### config.mk
export PLATFORM = sky130hd
export DESIGN_NAME = matrix_fifo_rd_ctrl_flat
export DESIGN_NICKNAME = d
export VERILOG_FILES = /design/src/rtl/matrix_fifo_rd_ctrl_if.sv /design/src/rtl/matrix_fifo_rd_ctrl.sv /design/src/flat_wrapper.sv
export SDC_FILE = /design/constraint.sdc
export NUM_CORES = 1
export LEC_CHECK = 0
export ABC_AREA = 1
export CORE_MARGIN = 2
export CORE_UTILIZATION = 53
export DETAILED_ROUTE_END_ITERATION = 6
export PLACE_DENSITY = 0.79
export REMOVE_ABC_BUFFERS = 1
export SYNTH_ARGS = -nofsm -noshare
export SYNTH_HDL_FRONTEND = slang
export SYNTH_SLANG_ARGS = --single-unit
### constraint.sdc
create_clock -name rd_clk -period 1.8 [get_ports rd_clk]
set_clock_uncertainty 0.05 [all_clocks]
set_input_delay 0.36 -clock rd_clk [delete_from_list [all_inputs] [get_ports rd_clk]]
set_output_delay 0.36 -clock rd_clk [all_outputs]
set_load 0.02 [all_outputs]
### src/rtl/matrix_fifo_rd_ctrl_if.sv
// FIFO read port plus tagged pixel stream between the matrix FIFO, the read
// controller and the convolution window logic.
interface matrix_fifo_rd_ctrl_if #(
    parameter int DATA_WIDTH = 8
);
    logic                  rd_en;
    logic                  rd_vld;
    logic [DATA_WIDTH-1:0] rd_data;
    logic                  m_valid;
    logic                  m_ready;
    logic [DATA_WIDTH-1:0] m_data;
    logic                  m_sol;
    logic                  m_eol;
    logic                  m_sof;
    logic                  m_eof;

    modport master (
        output rd_en,
        input  rd_vld,
        input  rd_data,
        output m_valid,
        input  m_ready,
        output m_data,
        output m_sol,
        output m_eol,
        output m_sof,
        output m_eof
    );

    modport slave (
        input  rd_en,
        output rd_vld,
        output rd_data,
        input  m_valid,
        output m_ready,
        input  m_data,
        input  m_sol,
        input  m_eol,
        input  m_sof,
        input  m_eof
    );
endinterface

### src/rtl/matrix_fifo_rd_ctrl.sv
// Drains the show-ahead matrix FIFO into a registered pixel stream tagged with line/frame flags.
// Optional starvation counter port stall_cnt enabled by MATRIX_RD_STALL_CNT_EN.
//
// state | meaning
// IDLE  | waiting for start (ignored in the frame_done cycle)
// RUN   | popping pixels of the current frame
// DRAIN | last pixel popped, waiting for it to be accepted downstream
module matrix_fifo_rd_ctrl #(
    parameter int DATA_WIDTH = 8,
    parameter int IMG_W      = 416,
    parameter int IMG_H      = 416,
    parameter int CNT_WIDTH  = 10
) (
    input  logic rd_clk,
    input  logic rd_rst,
    input  logic start,
    output logic busy,
    output logic frame_done,
`ifdef MATRIX_RD_STALL_CNT_EN
    output logic [15:0] stall_cnt,
`endif
    matrix_fifo_rd_ctrl_if.master bus
);
    typedef enum logic [1:0] {S_IDLE, S_RUN, S_DRAIN} state_t;

    localparam logic [CNT_WIDTH-1:0] COL_LAST = CNT_WIDTH'(IMG_W - 1);
    localparam logic [CNT_WIDTH-1:0] ROW_LAST = CNT_WIDTH'(IMG_H - 1);

    state_t                state_q, state_d;
    logic [CNT_WIDTH-1:0]  col_q, col_d;
    logic [CNT_WIDTH-1:0]  row_q, row_d;
    logic                  frame_done_q;
    logic                  m_valid_q;
    logic [DATA_WIDTH-1:0] m_data_q;
    logic                  m_sol_q, m_eol_q, m_sof_q, m_eof_q;

    logic out_free, pop, accept, last_pix, start_ok;

    assign out_free = !m_valid_q || bus.m_ready;
    assign accept   = m_valid_q && bus.m_ready;
    assign pop      = (state_q == S_RUN) && bus.rd_vld && out_free && !rd_rst;
    assign last_pix = (col_q == COL_LAST) && (row_q == ROW_LAST);
    // a start coinciding with the frame_done pulse belongs to the finished frame
    assign start_ok = start && !frame_done_q;

    always_ff @(posedge rd_clk) begin
        if (rd_rst) begin
            state_q      <= S_IDLE;
            col_q        <= '0;
            row_q        <= '0;
            frame_done_q <= 1'b0;
        end else begin
            state_q      <= state_d;
            col_q        <= col_d;
            row_q        <= row_d;
            frame_done_q <= (state_q == S_DRAIN) && accept;
        end
    end

    always_comb begin
        state_d = state_q;
        col_d   = col_q;
        row_d   = row_q;
        case (state_q)
            S_IDLE: begin
                if (start_ok) begin
                    state_d = S_RUN;
                    col_d   = '0;
                    row_d   = '0;
                end
            end
            S_RUN: begin
                if (pop) begin
                    if (last_pix) begin
                        state_d = S_DRAIN;
                        col_d   = '0;
                        row_d   = '0;
                    end else if (col_q == COL_LAST) begin
                        col_d = '0;
                        row_d = row_q + CNT_WIDTH'(1);
                    end else begin
                        col_d = col_q + CNT_WIDTH'(1);
                    end
                end
            end
            S_DRAIN: begin
                if (accept) state_d = S_IDLE;
            end
            default: state_d = S_IDLE;
        endcase
    end

    always_comb begin
        busy      = (state_q != S_IDLE);
        bus.rd_en = pop;
    end

    always_ff @(posedge rd_clk) begin
        if (rd_rst) begin
            m_valid_q <= 1'b0;
            m_data_q  <= '0;
            m_sol_q   <= 1'b0;
            m_eol_q   <= 1'b0;
            m_sof_q   <= 1'b0;
            m_eof_q   <= 1'b0;
        end else if (pop) begin
            m_valid_q <= 1'b1;
            m_data_q  <= bus.rd_data;
            m_sol_q   <= (col_q == '0);
            m_eol_q   <= (col_q == COL_LAST);
            m_sof_q   <= (col_q == '0) && (row_q == '0);
            m_eof_q   <= last_pix;
        end else if (accept) begin
            m_valid_q <= 1'b0;
        end
    end

    assign frame_done  = frame_done_q;
    assign bus.m_valid = m_valid_q;
    assign bus.m_data  = m_data_q;
    assign bus.m_sol   = m_sol_q;
    assign bus.m_eol   = m_eol_q;
    assign bus.m_sof   = m_sof_q;
    assign bus.m_eof   = m_eof_q;

`ifdef MATRIX_RD_STALL_CNT_EN
    logic [15:0] stall_q;

    always_ff @(posedge rd_clk) begin
        if (rd_rst) begin
            stall_q <= '0;
        end else if ((state_q == S_IDLE) && start_ok) begin
            stall_q <= '0;
        end else if ((state_q == S_RUN) && !bus.rd_vld && out_free && (stall_q != 16'hFFFF)) begin
            stall_q <= stall_q + 16'd1;
        end
    end

    assign stall_cnt = stall_q;
`endif
endmodule

### src/flat_wrapper.sv
// flat-port wrapper written by rule: the top's interface ports become plain ports
module matrix_fifo_rd_ctrl_flat 
#(
    parameter int DATA_WIDTH = 8,
    parameter int IMG_W      = 416,
    parameter int IMG_H      = 416,
    parameter int CNT_WIDTH  = 10
)
  (rd_clk, rd_rst, start, busy, frame_done, bus_rd_en, bus_rd_vld, bus_rd_data, bus_m_valid, bus_m_ready, bus_m_data, bus_m_sol, bus_m_eol, bus_m_sof, bus_m_eof);
  matrix_fifo_rd_ctrl_if #(.DATA_WIDTH(DATA_WIDTH)) bus_i ();
  input  logic rd_clk;
  input  logic rd_rst;
  input  logic start;
  output logic busy;
  output logic frame_done;
  output wire logic [$bits(bus_i.rd_en)-1:0] bus_rd_en;
  input wire logic [$bits(bus_i.rd_vld)-1:0] bus_rd_vld;
  input wire logic [$bits(bus_i.rd_data)-1:0] bus_rd_data;
  output wire logic [$bits(bus_i.m_valid)-1:0] bus_m_valid;
  input wire logic [$bits(bus_i.m_ready)-1:0] bus_m_ready;
  output wire logic [$bits(bus_i.m_data)-1:0] bus_m_data;
  output wire logic [$bits(bus_i.m_sol)-1:0] bus_m_sol;
  output wire logic [$bits(bus_i.m_eol)-1:0] bus_m_eol;
  output wire logic [$bits(bus_i.m_sof)-1:0] bus_m_sof;
  output wire logic [$bits(bus_i.m_eof)-1:0] bus_m_eof;
  assign bus_rd_en = bus_i.rd_en;
  assign bus_i.rd_vld = bus_rd_vld;
  assign bus_i.rd_data = bus_rd_data;
  assign bus_m_valid = bus_i.m_valid;
  assign bus_i.m_ready = bus_m_ready;
  assign bus_m_data = bus_i.m_data;
  assign bus_m_sol = bus_i.m_sol;
  assign bus_m_eol = bus_i.m_eol;
  assign bus_m_sof = bus_i.m_sof;
  assign bus_m_eof = bus_i.m_eof;
  matrix_fifo_rd_ctrl #(.DATA_WIDTH(DATA_WIDTH), .IMG_W(IMG_W), .IMG_H(IMG_H), .CNT_WIDTH(CNT_WIDTH)) u_core (.rd_clk(rd_clk), .rd_rst(rd_rst), .start(start), .busy(busy), .frame_done(frame_done), .bus(bus_i));
endmodule
======== Word level (Yosys, flattened, before mapping) ========
Index checks and enable logic that the tools add are counted.
storage, ports and cells
  flip-flop bits (word level) ............. 36
  input bits .............................. 13
  output and inout port bits .............. 16
  word-level logic and storage cells ...... 58
cells by class
  add/subtract/negate cells ............... 2
  eq/ne operators ......................... 9
  mux-type cells .......................... 16
  reduce and logical (&&, ||, !) cells .... 21
operators by type and width
  cell                                                  count
  two-way mux 10 bit                                    7
  one-hot mux 10 bit (2 select lines)                   2
  adder 10 x 1 -> 10 bit, second input constant         2
  equality test 10 x 9 -> 1 bit, second input constant  2
  logical NOT 10 bit                                    2
  logical AND 1 bit                                     8
  two-way mux 2 bit                                     4
  AND reduction 4 bit                                   2
  != test 2 x 1 -> 1 bit, second input constant         3
  one-hot mux 2 bit (3 select lines)                    1
  nonzero test 2 bit                                    3
  logical NOT 1 bit                                     3
  != test 3 x 2 -> 1 bit, second input constant         1
  AND reduction 3 bit                                   1
  equality test 2 x 1 -> 1 bit, second input constant   1
  equality test 2 bit, second input constant            1
  logical NOT 2 bit                                     1
  two-way mux 1 bit                                     2
  != test 2 bit, second input constant                  1
  logical OR 1 bit                                      1

======== Logic depth before layout (Yosys ltp) ========
  depth in word-level cells ............... 6
  depth in mapped cells ................... 11
  mapped depth without buffers ............ 11

======== Least setup slack after synthesis ========
OpenSTA, ideal clock, no wires.
  path type ............................... reg2reg
  from .................................... register u_core.col_q[0]
  to ...................................... register u_core.row_q[7]
  library setup time ...................... 0.109 ns
  arrival time ............................ 1.357 ns
  required time ........................... 1.641 ns
  setup slack ............................. 0.284 ns
  stages on the path, launching flop included .. 11
  buffers on the path ..................... 0
  clock period less this slack ............ 1.516 ns
  path through ............................ dfxtp_1 -> ha_1 -> nand2_1 -> nor2_2 -> nand3_1 -> nand2_2 -> nand2_2 -> nand2_1 -> nand2_1 -> nand2_1 -> inv_1
on the way
  cells in the longest elaborated chain, start to end .. 5
  elaborated cells on any way between the ends .. 7
  classes of those cells .................. eq/ne (2); mux (3); reduce/logical (2)
RTL lines
  element                              RTL line                                              RTL
  start, declared                      matrix_fifo_rd_ctrl.sv:30                             logic [CNT_WIDTH-1:0] col_q, col_d;
  start signal, assigned               matrix_fifo_rd_ctrl.sv:54                             col_q <= col_d;
  equality test 10 x 9 -> 1 bit *      matrix_fifo_rd_ctrl.sv:42, matrix_fifo_rd_ctrl.sv:78
  logical AND 1 bit                    matrix_fifo_rd_ctrl.sv:42                             assign last_pix = (col_q == COL_LAST) && (row_q == ROW_LAST);
  two-way mux 10 bit                   matrix_fifo_rd_ctrl.sv:74                             if (last_pix) begin
  two-way mux 10 bit                   matrix_fifo_rd_ctrl.sv:73                             if (pop) begin
  one-hot mux 10 bit (2 select lines)  matrix_fifo_rd_ctrl.sv:64                             case (state_q)
  end signal, assigned                 matrix_fifo_rd_ctrl.sv:55                             row_q <= row_d;
  end, declared                        matrix_fifo_rd_ctrl.sv:31                             logic [CNT_WIDTH-1:0] row_q, row_d;
Every way passes the cells marked *; elsewhere a longest branch is shown, timed or not. The select of a mux whose other input is x is not followed.
A chain may end at the register's enable or synchronous reset.

======== Final worst setup path ========
  from .................................... register u_core.col_q[1]
  to ...................................... register u_core.row_q[9]
The elaborated chain is that of the path after synthesis.

==> results.sh <==
export IMPL_yosys_top_cells_area="dfxtp_1, nand2_1, nor2_1"
export IMPL_yosys_warnings=0
export IMPL_drtIter0Drc=133
export IMPL_finalCoreUtilization=0.7198
export IMPL_crit_type="register to register"
export IMPL_antenna_cells=0
export IMPL_vdd_drop_max_mv=0.7073
export IMPL_outcome="finished, final reports clean"
export IMPL_fill_cells=287
export IMPL_drt_pass1_iterations=5
export IMPL_via_per_inst=4.918
export IMPL_crit_arrival_ns=1.94
export IMPL_cp_end_kind="register"
export IMPL_synth_top_area_frac=0.3810
export IMPL_htree_levels=2
export IMPL_clk_path_buf_depth=2
export IMPL_tns_ns=0
export IMPL_finalHoldViolCount=0
export IMPL_postSynthCellCount=294
export IMPL_drv_slew=0
export IMPL_synth_most_common_cell="nand2_1"
export IMPL_cts_buffers=5
export IMPL_setup_viol=0
export IMPL_grt_pass1_wl_um=7831
export IMPL_crit_path_frequent_cell="nand2_1"
export IMPL_setup_ws_ns=0.06506
export IMPL_clkPwrFrac=0.310
export IMPL_dp_slack_ns=-0.4145
export IMPL_crit_required_ns=2.00
export IMPL_syn_cell_area_um2=1892
export IMPL_p_int_mw=1.309
export IMPL_worst_slew_pin_slew_ns=0.2730
export IMPL_cpMaxStageDelayCell="dfxtp_1"
export IMPL_die_area_um2=4063
export IMPL_path_max_fanout=5
export IMPL_min_path_type="register to register"
export IMPL_routed_via_count=1918
export IMPL_clkLatencyLatePin_ns=0.35
export IMPL_cp_start_kind="register"
export IMPL_core_area_um2=3390
export IMPL_period_share=0.9639
export IMPL_relSlewSlack=0.8176
export IMPL_dp_hpwl_um=3328
export IMPL_wire_per_inst_um=11.49
export IMPL_multiInputGateArea_um2=1003
export IMPL_fin_crit_ns=1.735
export IMPL_fin_hold_ws_ns=0.4258
export IMPL_power_leakage_nw=1.057
export IMPL_cts_setup_buffers=0
export IMPL_gpl_final_weighted_congestion=0.9457
export IMPL_ys_seq_area_frac=0.3810
export IMPL_regArea_um2=721.9
export IMPL_clk_pin_slew_ns=0.11
export IMPL_power_mw=1.869
export IMPL_track_usage=0.2478
export IMPL_yosysTopAreaCell="dfxtp_1"
export IMPL_max_freq_ghz=0.5764
export IMPL_cp_cell_sequence="ha_1, nand2_1, nor2_4, nand2_1, nor2_1, nand2_2, nand2_1, nor2_2, nand2_1, nand2_1"
export IMPL_die_w_um=63.75
export IMPL_root_buffer="clkbuf_4"
export IMPL_grt_pass1_vias=1821
export IMPL_drv_cap=0
export IMPL_ant_nets=0
export IMPL_final_nets=360
export IMPL_clock_sinks=36
export IMPL_synth_seq_cells=36
export IMPL_io_pins=29
export IMPL_synth_common_cells="nand2_1, nor2_1, inv_1, dfxtp_1, nand3_1"
export IMPL_p_comb_frac=0.234
export IMPL_pwr_density_cell_nw_per_um2=765.9
export IMPL_max_stage_delay_ns=0.38
export IMPL_synth_area_per_cell_um2=6.435
export IMPL_cts_tree="built"
export IMPL_pwr_share_seq=0.456
export IMPL_die_y_um=63.75
export IMPL_synth_edf_count=0
export IMPL_grt_max_degree=22
export IMPL_layout_drive_gt1_share=0.1395
export IMPL_drc=0
export IMPL_overflow=0
export IMPL_synth_main_ff_cell="dfxtp_1"
export IMPL_start_util=0.5581
export IMPL_area_delta_synth_final_pct=28.97
export IMPL_p_sw_mw=0.5599
export IMPL_antenna_found_initial=0
export IMPL_numPortBuffers=28
export IMPL_ys_types=24
export IMPL_rows=21
export IMPL_p_sw_frac=0.2997
export IMPL_async_reset_ff_frac=0
export IMPL_drt_total_wl_um=4483
## cell families (layout without fill, tap and decap cells)
| family | after synthesis | in the layout | synth area share |
|---|---|---|---|
| and+or+nand+nor | 174 | 174 | 0.3909 |
| DFF | 36 | 36 | 0.3810 |
| xor gates and xnor gates | 3 | 3 | 0.01389 |
| buffers and inverters | 47 | 97 | 0.1005 |
| adders and majority gates | 4 | 4 | 0.02646 |
| AOI/OAI and AO/OA | 30 | 30 | 0.08730 |
## critical path, delay by kind of cell (launching register included)
family,cells,cell delay [ns]
simple gates,9,1.02
flops,1,0.38
fa+ha+maj,1,0.19
## worst paths after layout
kind	startpoint	endpoint	slack, ns	depth (start not counted)
hold reg to reg	u_core.bus.m_sol	u_core.bus.m_sol	0.43	2
setup reg to reg	u_core.col_q[1]	u_core.row_q[9]	0.07	10
hold / removal	u_core.bus.m_sol	u_core.bus.m_sol	0.43	2
setup / recovery	u_core.col_q[1]	u_core.row_q[9]	0.07	10
## power by group through the flow
| stage | sequential (mW) | clock [mW] | combinational (mW) |
|---|---|---|---|
| 4_1_cts | 0.852 | 0.596 | 0.430 |
| 5_1_grt | 0.857 | 0.625 | 0.479 |
| 3_5_place_dp | 0.868 | 0 | 0.430 |
| 3_3_place_gp | 0.869 | 0 | 0.425 |
| 6_report | 0.853 | 0.579 | 0.437 |
| 2_1_floorplan | 0.891 | 0 | 0.205 |
## state kept, by name (all words and copies together), names as in the netlist
signal,count
u_core.bus.m_sol,1
u_core.bus.m_data,8
u_core.col_q,10
u_core.state_q,2
u_core.bus.m_eof,1
u_core.bus.m_valid,1
u_core.frame_done,1
u_core.bus.m_sof,1
u_core.bus.m_eol,1
u_core.row_q,10
## routing by layer
layer,global-route usage,up-vias,routed length (um)
li1,-,1014,-
met1,0.2950,835,2096
met2,0.4224,63,2030
met3,0.07394,6,286
met4,0.08967,0,70
met5,0,-,0
## timing repair
action                     CTS  global route
resized for setup            6            11
gates cloned                 0             0
setup endpoints to repair    2             6
hold buffers                 0             0
## stage by stage
| step | std cells | area, um2 |
|---|---|---|
| CTS | 390 | 2420 |
| detailed placement | 382 | 2344 |
| finish | 390 | 2440 |
| global route | 390 | 2440 |
| global placement | 382 | 2344 |
| floorplan | 288 | 1856 |
## layout by cell type, fill, tap and decap left out
master,n
a21oi_1,15
a21oi_4,1
buf_4,21
bufinv_16,1
clkbuf_2,1
clkbuf_4,5
clkdlybuf4s50_1,26
clkinv_2,1
clkinvlp_4,1
dfxtp_1,35
dfxtp_2,1
ha_1,4
inv_1,40
inv_2,1
nand2_1,83
nand2_2,6
nand3_1,24
nand3b_1,1
nand4_1,5
nor2_1,42
nor2_2,4
nor2_4,4
nor3_1,4
nor4_1,1
o21ai_0,12
o21ai_1,1
o21ai_2,1
xor2_1,3
## layout make-up
class / count / share of cell area
inverter: 41 / 0.06308
tap: 46 / 0.02359
sequential: 36 / 0.2959
multi-input combinational: 211 / 0.4113
clock buffer: 5 / 0.01538
clock inverter: 3 / 0.01744
timing repair buffer: 48 / 0.1733
(Power assumes the default switching activity.)
